$ cat src/rtl/candidate_sorter.sv
// candidate_sorter: sums per-sample match scores over the alpha sweep of each
// (theta, phi) pair, keeps the best k pairs of the current stage in a sorted
// working list, and publishes that list to double-buffered output registers
// at stage end with a one-cycle sorted_rdy pulse.
module candidate_sorter #(
    parameter int MAX_CAND = 10,
    parameter int ANG_W    = 12,
    parameter int SCORE_W  = 16,
    parameter int ACC_W    = SCORE_W + 9
) (
    input  logic                          clk,
    input  logic                          rst,
    input  logic                          i_stageTrigger,
    input  logic                          i_scoreValid,
    input  logic [SCORE_W-1:0]            i_score,
    input  logic [ANG_W-1:0]              i_theta,
    input  logic [ANG_W-1:0]              i_phi,
    input  logic                          i_lastIn,
    input  logic [8:0]                    i_scoreAlphaNum,
    input  logic [3:0]                    i_compareNum,
    output logic [MAX_CAND*2*ANG_W-1:0]   o_candidateAngleBuffer,
    output logic [3:0]                    o_candCount,
    output logic [ACC_W-1:0]              o_bestScore,
    output logic                          o_sortedRdy
);

    localparam logic [3:0] MAX_K = 4'(MAX_CAND);

    typedef enum logic [1:0] {
        COLLECT,
        PUBLISH,
        DONE
    } sorterState_t;

    sorterState_t       r_state;
    logic [ACC_W-1:0]   r_acc;
    logic [8:0]         r_cnt;
    logic               r_pendValid;
    logic [ACC_W-1:0]   r_pendSum;
    logic [ANG_W-1:0]   r_pendTheta;
    logic [ANG_W-1:0]   r_pendPhi;
    logic               r_pendLast;

    logic               r_listValid [MAX_CAND];
    logic [ACC_W-1:0]   r_listSum   [MAX_CAND];
    logic [ANG_W-1:0]   r_listTheta [MAX_CAND];
    logic [ANG_W-1:0]   r_listPhi   [MAX_CAND];

    logic [8:0]         w_numEff;
    logic [3:0]         w_kEff;
    logic               w_groupDone;
    logic               w_doInsert;
    logic [ACC_W-1:0]   w_groupSum;
    logic               w_hit;
    logic [3:0]         w_idx;
    logic [3:0]         w_nextCount;

    logic               w_nValid [MAX_CAND];
    logic [ACC_W-1:0]   w_nSum   [MAX_CAND];
    logic [ANG_W-1:0]   w_nTheta [MAX_CAND];
    logic [ANG_W-1:0]   w_nPhi   [MAX_CAND];

    assign w_numEff    = (i_scoreAlphaNum == 9'd0) ? 9'd1 : i_scoreAlphaNum;
    assign w_kEff      = (i_compareNum == 4'd0)  ? 4'd1 :
                         (i_compareNum > MAX_K)  ? MAX_K : i_compareNum;
    assign w_groupDone = (r_state == COLLECT) && i_scoreValid && (r_cnt == w_numEff - 9'd1);
    assign w_doInsert  = (r_state == COLLECT) && r_pendValid;
    assign w_groupSum  = r_acc + ACC_W'(i_score);

    // Single-cycle compare-and-shift: find the first slot the pending sum beats
    // (strictly, so ties keep the older entry ahead) and build the next list.
    always_comb begin
        w_hit       = 1'b0;
        w_idx       = '0;
        w_nextCount = '0;
        for (int i = MAX_CAND - 1; i >= 0; i--) begin
            if ((4'(i) < w_kEff) && (!r_listValid[i] || (r_pendSum > r_listSum[i]))) begin
                w_hit = 1'b1;
                w_idx = 4'(i);
            end
        end
        for (int i = 0; i < MAX_CAND; i++) begin
            w_nValid[i] = r_listValid[i];
            w_nSum[i]   = r_listSum[i];
            w_nTheta[i] = r_listTheta[i];
            w_nPhi[i]   = r_listPhi[i];
        end
        if (w_doInsert && w_hit) begin
            for (int i = 1; i < MAX_CAND; i++) begin
                if (4'(i) > w_idx) begin
                    w_nValid[i] = r_listValid[i-1];
                    w_nSum[i]   = r_listSum[i-1];
                    w_nTheta[i] = r_listTheta[i-1];
                    w_nPhi[i]   = r_listPhi[i-1];
                end
            end
            for (int i = 0; i < MAX_CAND; i++) begin
                if (4'(i) == w_idx) begin
                    w_nValid[i] = 1'b1;
                    w_nSum[i]   = r_pendSum;
                    w_nTheta[i] = r_pendTheta;
                    w_nPhi[i]   = r_pendPhi;
                end
            end
        end
        for (int i = 0; i < MAX_CAND; i++) begin
            if (4'(i) >= w_kEff) begin
                w_nValid[i] = 1'b0;
            end
            w_nextCount = w_nextCount + 4'(w_nValid[i]);
        end
    end

    // Stage FSM plus accumulator, pending-insert stage, working list and
    // published output registers; stage_trigger clears everything but outputs.
    always_ff @(posedge clk or negedge rst) begin
        if (!rst) begin
            r_state     <= COLLECT;
            r_acc       <= '0;
            r_cnt       <= '0;
            r_pendValid <= 1'b0;
            r_pendSum   <= '0;
            r_pendTheta <= '0;
            r_pendPhi   <= '0;
            r_pendLast  <= 1'b0;
            for (int i = 0; i < MAX_CAND; i++) begin
                r_listValid[i] <= 1'b0;
                r_listSum[i]   <= '0;
                r_listTheta[i] <= '0;
                r_listPhi[i]   <= '0;
            end
            o_candidateAngleBuffer <= '0;
            o_candCount            <= '0;
            o_bestScore            <= '0;
            o_sortedRdy            <= 1'b0;
        end else begin
            o_sortedRdy <= 1'b0;
            if (i_stageTrigger) begin
                r_state     <= COLLECT;
                r_acc       <= '0;
                r_cnt       <= '0;
                r_pendValid <= 1'b0;
                for (int i = 0; i < MAX_CAND; i++) begin
                    r_listValid[i] <= 1'b0;
                    r_listSum[i]   <= '0;
                end
            end else begin
                case (r_state)
                    COLLECT: begin
                        r_pendValid <= w_groupDone;
                        if (w_groupDone) begin
                            r_pendSum   <= w_groupSum;
                            r_pendTheta <= i_theta;
                            r_pendPhi   <= i_phi;
                            r_pendLast  <= i_lastIn;
                            r_acc       <= '0;
                            r_cnt       <= '0;
                        end else if (i_scoreValid) begin
                            r_acc <= w_groupSum;
                            r_cnt <= r_cnt + 9'd1;
                        end
                        if (w_doInsert) begin
                            for (int i = 0; i < MAX_CAND; i++) begin
                                r_listValid[i] <= w_nValid[i];
                                r_listSum[i]   <= w_nSum[i];
                                r_listTheta[i] <= w_nTheta[i];
                                r_listPhi[i]   <= w_nPhi[i];
                            end
                        end
                        if (w_doInsert && r_pendLast) begin
                            r_state     <= PUBLISH;
                            o_sortedRdy <= 1'b1;
                            o_candCount <= w_nextCount;
                            o_bestScore <= w_nValid[0] ? w_nSum[0] : '0;
                            for (int i = 0; i < MAX_CAND; i++) begin
                                o_candidateAngleBuffer[(i+1)*2*ANG_W-1 -: 2*ANG_W] <=
                                    w_nValid[i] ? {w_nTheta[i], w_nPhi[i]} : '0;
                            end
                        end
                    end
                    PUBLISH: begin
                        r_pendValid <= 1'b0;
                        r_state     <= DONE;
                    end
                    DONE: begin
                        r_pendValid <= 1'b0;
                    end
                    default: begin
                        r_state <= COLLECT;
                    end
                endcase
            end
        end
    end

endmodule
$ cat config.mk
export PLATFORM = sky130hd
export DESIGN_NAME = candidate_sorter
export DESIGN_NICKNAME = d
export VERILOG_FILES = /design/src/rtl/candidate_sorter.sv
export SDC_FILE = /design/constraint.sdc
export NUM_CORES = 2
export LEC_CHECK = 0
export BUFFER_PORTS_ARGS = -buffer_cell sky130_fd_sc_hd__buf_2
export CAP_MARGIN = 0
export CORE_MARGIN = 1.5
export CORE_UTILIZATION = 39
export DETAILED_ROUTE_END_ITERATION = 6
export HOLD_SLACK_MARGIN = 0.08
export PLACE_DENSITY_LB_ADDON = 0.05
export SYNTH_ARGS = -nofsm -noshare
export SYNTH_HDL_FRONTEND = slang
export SYNTH_SLANG_ARGS = --single-unit
export TNS_END_PERCENT = 50
$ cat constraint.sdc
create_clock -name clk -period 6.97 [get_ports clk]
set_input_delay 1.394 -clock clk [delete_from_list [all_inputs] [get_ports clk]]
set_output_delay 1.394 -clock clk [all_outputs]
set_load 0.1 [all_outputs]
# --- Word level (Yosys, flattened, before mapping) ---
# Index checks and enable logic that the tools add are counted.
# Widths: inputs -> output; s select.
totals:
  out_inout_bits: 270
  regBits: 857
  word_cells: 334
  in_bits: 58
classes:
  reduce_logical: 69
  magnitude_cmp: 40
  bitwise: 1
  n_addsub: 12
  n_mux: 146
  eq_ne: 14
ops:
  columns: ["op", "count"]
  rows:
  - ["$mux 250", 4]
  - ["$mux 25", 24]
  - ["$mux 12", 38]
  - ["$gt 25x25->1", 10]
  - ["$mux 120", 2]
  - ["$mux 24", 10]
  - ["$mux 4", 12]
  - ["$mux 9", 5]
  - ["$mux 1", 43]
  - ["$mux 10", 4]
  - ["$reduce_and 4->1", 9]
  - ["$reduce_bool 3->1", 11]
  - ["$add 25x16->25", 1]
  - ["$add 4x1->4", 6]
  - ["$eq 3x4->1 const A", 4]
  - ["$ge 3x4->1 const A", 4]
  - ["$gt 3x4->1 const A", 4]
  - ["$lt 3x4->1 const A", 4]
  - ["$logic_and 1x1->1", 15]
  - ["$logic_not 1->1", 10]
  - ["$logic_or 1x1->1", 10]
  - ["$add 9x1->9 const B", 1]
  - ["$eq 9x9->1", 1]
  - ["$logic_not 9->1", 1]
  - ["other kinds (31)", 49]

# --- Longest topological paths before layout ---
logic_depth:
  word_depth: 29
  depth_mapped: 24
  mapped_depth_nobuf: 21

# --- Worst setup path before layout ---
# OpenSTA, ideal clock, no wires.
synth_timing:
  path_type: "input-to-reg"
  from: "in i_compareNum[3]"
  to: "reg o_candCount[2]"
  setup_slack_ns: 0.955
  setup_ns: 0.133
  stages: 18
  required_ns: 6.837
  path_buffers: 3
  t_arrival_ns: 5.882
  cell_sequence: "clkbuf_1 or3_1 o31ai_4 nand2_2 buf_2 o21ai_1 mux2_2 o21bai_2 buf_2 fa_1 fa_1 inv_1 fa_1 ha_1 inv_1 fa_1 xnor2_1 o21ai_0"
synth_between:
  elab_chain_len: 29
  word_cells_on_any_way: 113
  classes_between: "add/sub (9); order compare (30); eq/ne (9); mux (52); reduce/logical (13)"
synth_rtl:
  columns: ["element", "line", "source"]
  rows:
  - ["from (decl)", "20", "input logic [3:0] i_compareNum,"]
  - ["$gt 4x4->1", "65", "(i_compareNum > MAX_K) ? MAX_K : i_compareNum;"]
  - ["$mux 4", "65", null]
  - ["$mux 4 (*)", "64", "assign w_kEff = (i_compareNum == 4'd0) ? 4'd1 :"]
  - ["$lt 4x4->1", "77", "if ((4'(i) < w_kEff) && (!r_listValid[i] || (r_pendSum > r_listSum[i]))) begin"]
  - ["$logic_and 1x1->1", "77", null]
  - ["$mux 4 (10 in series)", "77", null]
  - ["$gt 1x4->1", "90", "if (4'(i) > w_idx) begin"]
  - ["$mux 1", "90", null]
  - ["$mux 1", "98", "if (4'(i) == w_idx) begin"]
  - ["$mux 10", "88", "if (w_doInsert && w_hit) begin"]
  - ["$mux 1", "107", "if (4'(i) >= w_kEff) begin"]
  - ["$add 1x1->2", "110", "w_nextCount = w_nextCount + 4'(w_nValid[i]);"]
  - ["$add 2x1->3", "110", null]
  - ["$add 3x1->4", "110", null]
  - ["$add 4x1->4 (5 in series)", "110", null]
  - ["$add 4x1->4 (*)", "110", null]
  - ["to (signal assigned)", "173", "o_candCount <= w_nextCount;"]
  - ["to (decl)", "22", "output logic [3:0] o_candCount,"]
# Mark *: on every way between the ends. The rest lies on a longest branch, timed or not.
# A chain may end at the register's enable or synchronous reset.

# --- Final worst setup path ---
layout_timing:
  from: "reg r_pendSum[3]"
  to: "reg o_candCount[2]"
layout_between:
  elab_chain_len: 27
  word_cells_on_any_way: 109
  classes_between: "add/sub (9); order compare (19); eq/ne (9); mux (50); reduce/logical (22)"
layout_rtl:
  columns: ["element", "line", "source"]
  rows:
  - ["from (decl)", "39", "logic [ACC_W-1:0] r_pendSum;"]
  - ["from (signal assigned)", "152", "r_pendSum <= w_groupSum;"]
  - ["$gt 25x25->1", "77", null]
  - ["$logic_or 1x1->1", "77", null]
  - ["$logic_and 1x1->1", "77", null]
  - ["$mux 4 (10 in series)", "77", null]
  - ["$gt 1x4->1", "90", null]
  - ["$mux 1", "90", null]
  - ["$mux 1", "98", null]
  - ["$mux 10 (*)", "88", null]
  - ["$mux 1", "107", null]
  - ["$add 1x1->2", "110", null]
  - ["$add 2x1->3", "110", null]
  - ["$add 3x1->4", "110", null]
  - ["$add 4x1->4 (5 in series)", "110", null]
  - ["$add 4x1->4 (*)", "110", null]
# Marked as above.

==> impl_summary.txt <==
----------------------------------------------------
[Power and ir drop]
  Internal Power ... 0.00859 W
  Comb pwr share ... roughly a tenth
  Clock network fraction of total power ... 46.2%
  Reported net switching power ... 0.00317 W
  Flop pwr share ... 43.6%
  LEAKAGE ... between 20 and 25 nW
  Sw frac ... 26.9%
  Worst voltage drop across the vdd grid ... 0.242 mV
  Ratio of total power to cell area ... about 220 mW/mm²

[Critical path]
  End of the worst register-to-register path ... o_candCount[2]
  Crit Path Class ... register to register
  Critical path cell sequence ... ha_1 -> a21oi_1 -> nand2_1 -> a211oi_1 -> o21ai_0 -> o31ai_1 -> a21bo_2 -> o41ai_4 -> mux2_2 -> fa_1 -> fa_1 -> inv_1 -> fa_1 -> ha_1 -> inv_1 -> fa_1 -> xnor2_1 -> o21ai_0
  Crit-path slowest cell ... sky130_fd_sc_hd__dfrtp_1
  Biggest cell delay along the critical path ... 0.93 ns
  Maximum net fanout on the critical path ... 15
  Total buffers and inverters traversed by the critical path ... 2
  Critical path arrival ... 7.03 ns
  Kind of end point of the critical path ... register
  Number of cells on the worst reg-to-reg path ... 18
  Number of cells on the critical path ... 18
  Setup crit start ... r_pendSum[3]
  Capturing instance or port of the critical path ... o_candCount[2]
  Worst Path Required ... between 7 and 8 ns
  Crit path launch type ... register
  Flop-to-flop setup slack ... around 0.48 ns
  Worst flop-to-flop path startpoint ... r_pendSum[3]
  Kind of cell adding the most delay to the critical path ... adder cells
  Critical path's most frequent cell ... sky130_fd_sc_hd__fa_1

[Timing]
  Setup Skew ... 0.0331 ns
  Number of pins with negative max-slew slack in the final report ... 0
  Worst slew margin relative to its limit ... 22.7%
  Setup-violating endpoint count in the final report ... 0
  Unrepaired setup endpoints after global routing ... false
  Final Cycle Share ... 93.2%
  Hold_ws ... 0.473 ns
  Worst Tran Pin Value ... between 1 and 1.5 ns
  Total Negative Setup Slacks ... 0 ns
  Max Freq ... 154 MHz
  Count of final hold-check violations ... 0
  Clock period minus worst slack ... 6.49 ns

[Place]
  Number of placed cells counting well taps ... 6491
  Post-detailed-placement half-perimeter wirelength ... roughly 110000 µm
  Placement-stage cell area ... 0.0499 mm²
  Final GP Congestion ... between 0.8 and 0.9
  Count of input and output buffers ... 327

[GRT]
  Wire length of the first global-routing pass ... ~240000 µm
  Vias in the first global route ... 37.6k
  Pin count of the biggest net entering global routing ... 190
  Global router's overall resource usage ... 26.1%
  Antenna violations before repair ... 4
  Congestion Overflow GR ... 0

[Floorplan]
  Die extent in x ... 348 µm
  Height of the die ... 348 µm
  CORE AREA ... 0.118 mm²
  Count of standard-cell rows ... 126
  Starting utilization of the core area ... 39.3%
  Boundary Pins ... 328
  Floorplan die area ... 0.121 mm²

[Clock network]
  Maximum level of the CTS H-tree ... 3
  Clock buffer depth ... 3
  # clock sinks ... 857
  Number of buffers added by the clock tree synthesis step ... 103
  Cts hold-fix bufs ... 0
  Clk pin slew, worst setup/hold paths ... 0.06 ns
  CTS tree ... built
  Worst skew pair latency ... 0.71 ns
  Library cell used as clock root buffer ... sky130_fd_sc_hd__clkbuf_16
  Post-CTS Setup Inserts ... 0
  Number of gates resized after CTS ... 0

[Logic synthesis]
  Avg Synthesized Cell Area ... 9.53 µm²
  Sequential fraction of the synthesis area ... 46.2%
  Async set-or-reset flop fraction in the synthesized netlist ... 100%
  Prevailing post-synth register cell ... sky130_fd_sc_hd__dfrtp_1
  Syn Nets ... 5212
  Synth unique cells ... 83
  Number of synthesized flops with an enable pin ... 0
  Register bit count reported by yosys ... 857
  Total number of yosys warnings ... 0
  Number of instances in the synthesized netlist ... 4873
  Synthesized area ... 0.0465 mm²

[Drt]
  Detail-routed via count per cell ... between 5 and 6
  Number of DRC markers in iteration 0 ... about 3.2k
  Wire per inst ... 23.9 µm
  Number of vias after detailed routing ... 38.1k
  Final wirelength ... 160000 µm
  Remaining antenna violation count ... 0
  Number of iterations in the first detailed-routing pass ... 7
  Remaining design rule violation count ... 3

[Run status]
  Status ... finished, violations left
  Violations in the final reports ... DRC

[Cells and area]
  Antenna cell count ... 0
  Final standard cell area without fillers ... 0.0533 mm²
  Commonest cells after routing, fill and taps aside ... sky130_fd_sc_hd__dfrtp_1 (857), sky130_fd_sc_hd__nand2_1 (565), sky130_fd_sc_hd__o21ai_0 (478)
  Layout Cells excl Fill ... 6673
  Area used by multi-input combinational logic ... 0.0226 mm²
  Fraction of the core area covered by cells at the end of the flow ... 45.1%
  Layout overhead on the synthesized area ... 14.6%
  FF/Latch Area ... 0.0214 mm²
  Fraction of final layout cells sized beyond drive strength 1 ... 14.6%
  Number of filler instances in the final layout ... 11.4k
  Number of nets in the layout ... 5399
  Most common cell after layout, fill and taps aside ... sky130_fd_sc_hd__dfrtp_1

[Flow run]
  Max-cap violation count ... 0

[Min path]
  Min-delay worst type ... register to register

----------------------------------------------------
## power groups by stage
stage / Clock (W) / Sequential (W) / Combinational (W)
finish: 0.00543 / 0.00512 / 0.00120
global route: 0.00578 / 0.00513 / 0.00134
CTS: 0.00556 / 0.00512 / 0.00122
detailed placement: 0 / 0.00521 / 0.00122
global placement: 0 / 0.00521 / 0.00121
floorplan: 0 / 0.00516 / 0.000713
## layout make-up
| cell class | instances | share of cell area (%) |
|---|---|---|
| multi-input cells | 3355 | 42.5 |
| flip-flops and latches | 857 | 40.3 |
| clock buffers | 151 | 5.73 |
| repair buffers | 459 | 5.24 |
| well taps | 1536 | 3.61 |
| inverters | 284 | 2.00 |
| clock inverters | 31 | 0.648 |
## routing by layer
layer / vias up / track usage [%] / part of all wire (%)
met2: 980 / 39.6 / 44
met4: 6 / 5.77 / 1.8
li1: 18000 / - / -
met5: - / 0 / 0.018
met3: 171 / 3.87 / 5.5
met1: 19000 / 39.2 / 49
## registers in the layout, indices dropped and copies added (netlist names), 10 cells and up
name,cells
r_acc,25
r_listPhi,120
r_pendTheta,12
r_pendSum,25
r_listTheta,120
o_candidateAngleBuffer,240
o_bestScore,25
r_listValid,10
r_pendPhi,12
r_listSum,250
## worst register-to-register path: stages, from the launching register on
cell,delay [ns]
sky130_fd_sc_hd__dfrtp_1,0.93
sky130_fd_sc_hd__ha_1,0.41
sky130_fd_sc_hd__a21oi_1,0.15
sky130_fd_sc_hd__nand2_1,0.07
sky130_fd_sc_hd__a211oi_1,0.35
sky130_fd_sc_hd__o21ai_0,0.13
sky130_fd_sc_hd__o31ai_1,0.48
sky130_fd_sc_hd__a21bo_2,0.37
sky130_fd_sc_hd__o41ai_4,0.57
sky130_fd_sc_hd__mux2_2,0.42
sky130_fd_sc_hd__fa_1,0.51
sky130_fd_sc_hd__fa_1,0.55
sky130_fd_sc_hd__inv_1,0.06
sky130_fd_sc_hd__fa_1,0.53
sky130_fd_sc_hd__ha_1,0.18
sky130_fd_sc_hd__inv_1,0.06
sky130_fd_sc_hd__fa_1,0.37
sky130_fd_sc_hd__xnor2_1,0.14
sky130_fd_sc_hd__o21ai_0,0.09
## synthesized netlist by cell type (all sizes together), types with 47 or more instances
master	count	area [µm²]
a211oi	128	971
a21o	47	353
a21oi	262	1310
a22o	88	771
a22oi	91	683
buf	105	508
clkbuf	272	1020
dfrtp	857	21400
ha	274	3430
inv	284	1070
mux2	65	732
mux2i	226	2260
nand2	570	2140
nand3	98	490
nor2	312	1180
o21ai	491	2460
o2bb2ai	74	648
o31ai	111	857
## per-stage QoR
stage,setup WS [ns],total power (W)
4_1_cts,0.462,0.0119
5_1_grt,0.155,0.0122
3_5_place_dp,0.500,0.00642
6_report,0.477,0.0118
2_1_floorplan,0.955,0.00588
3_3_place_gp,0.564,0.00642
## logic make-up (layout without fill, tap and decap cells)
| logic type | after synthesis | count (layout) | share of synthesized area (%) |
|---|---|---|---|
| buffers and inverters | 661 | 925 | 5.59 |
| flip-flops | 857 | 857 | 46.2 |
| XOR/XNOR | 35 | 35 | 0.660 |
| multiplexers | 291 | 291 | 6.45 |
| AO/OA/AOI/OAI | 1558 | 1558 | 22.3 |
| AND/OR/NAND/NOR | 1190 | 1190 | 11.2 |
| adder cells (fa/ha/maj) | 281 | 281 | 7.68 |
## how the worst min path moves through the flow
stage               cells past startpoint  slack, ns                          end                   startpoint
global route                            2       0.50  o_candidateAngleBuffer[238]  o_candidateAngleBuffer[238]
floorplan                               2       0.45                r_listPhi[33]                r_listPhi[33]
finish                                  2       0.47  o_candidateAngleBuffer[231]  o_candidateAngleBuffer[231]
global placement                        2       0.46  o_candidateAngleBuffer[216]  o_candidateAngleBuffer[216]
detailed placement                      2       0.47  o_candidateAngleBuffer[218]  o_candidateAngleBuffer[218]
CTS                                     2       0.48  o_candidateAngleBuffer[218]  o_candidateAngleBuffer[218]
Note: power is estimated with default switching activity, not from simulation.
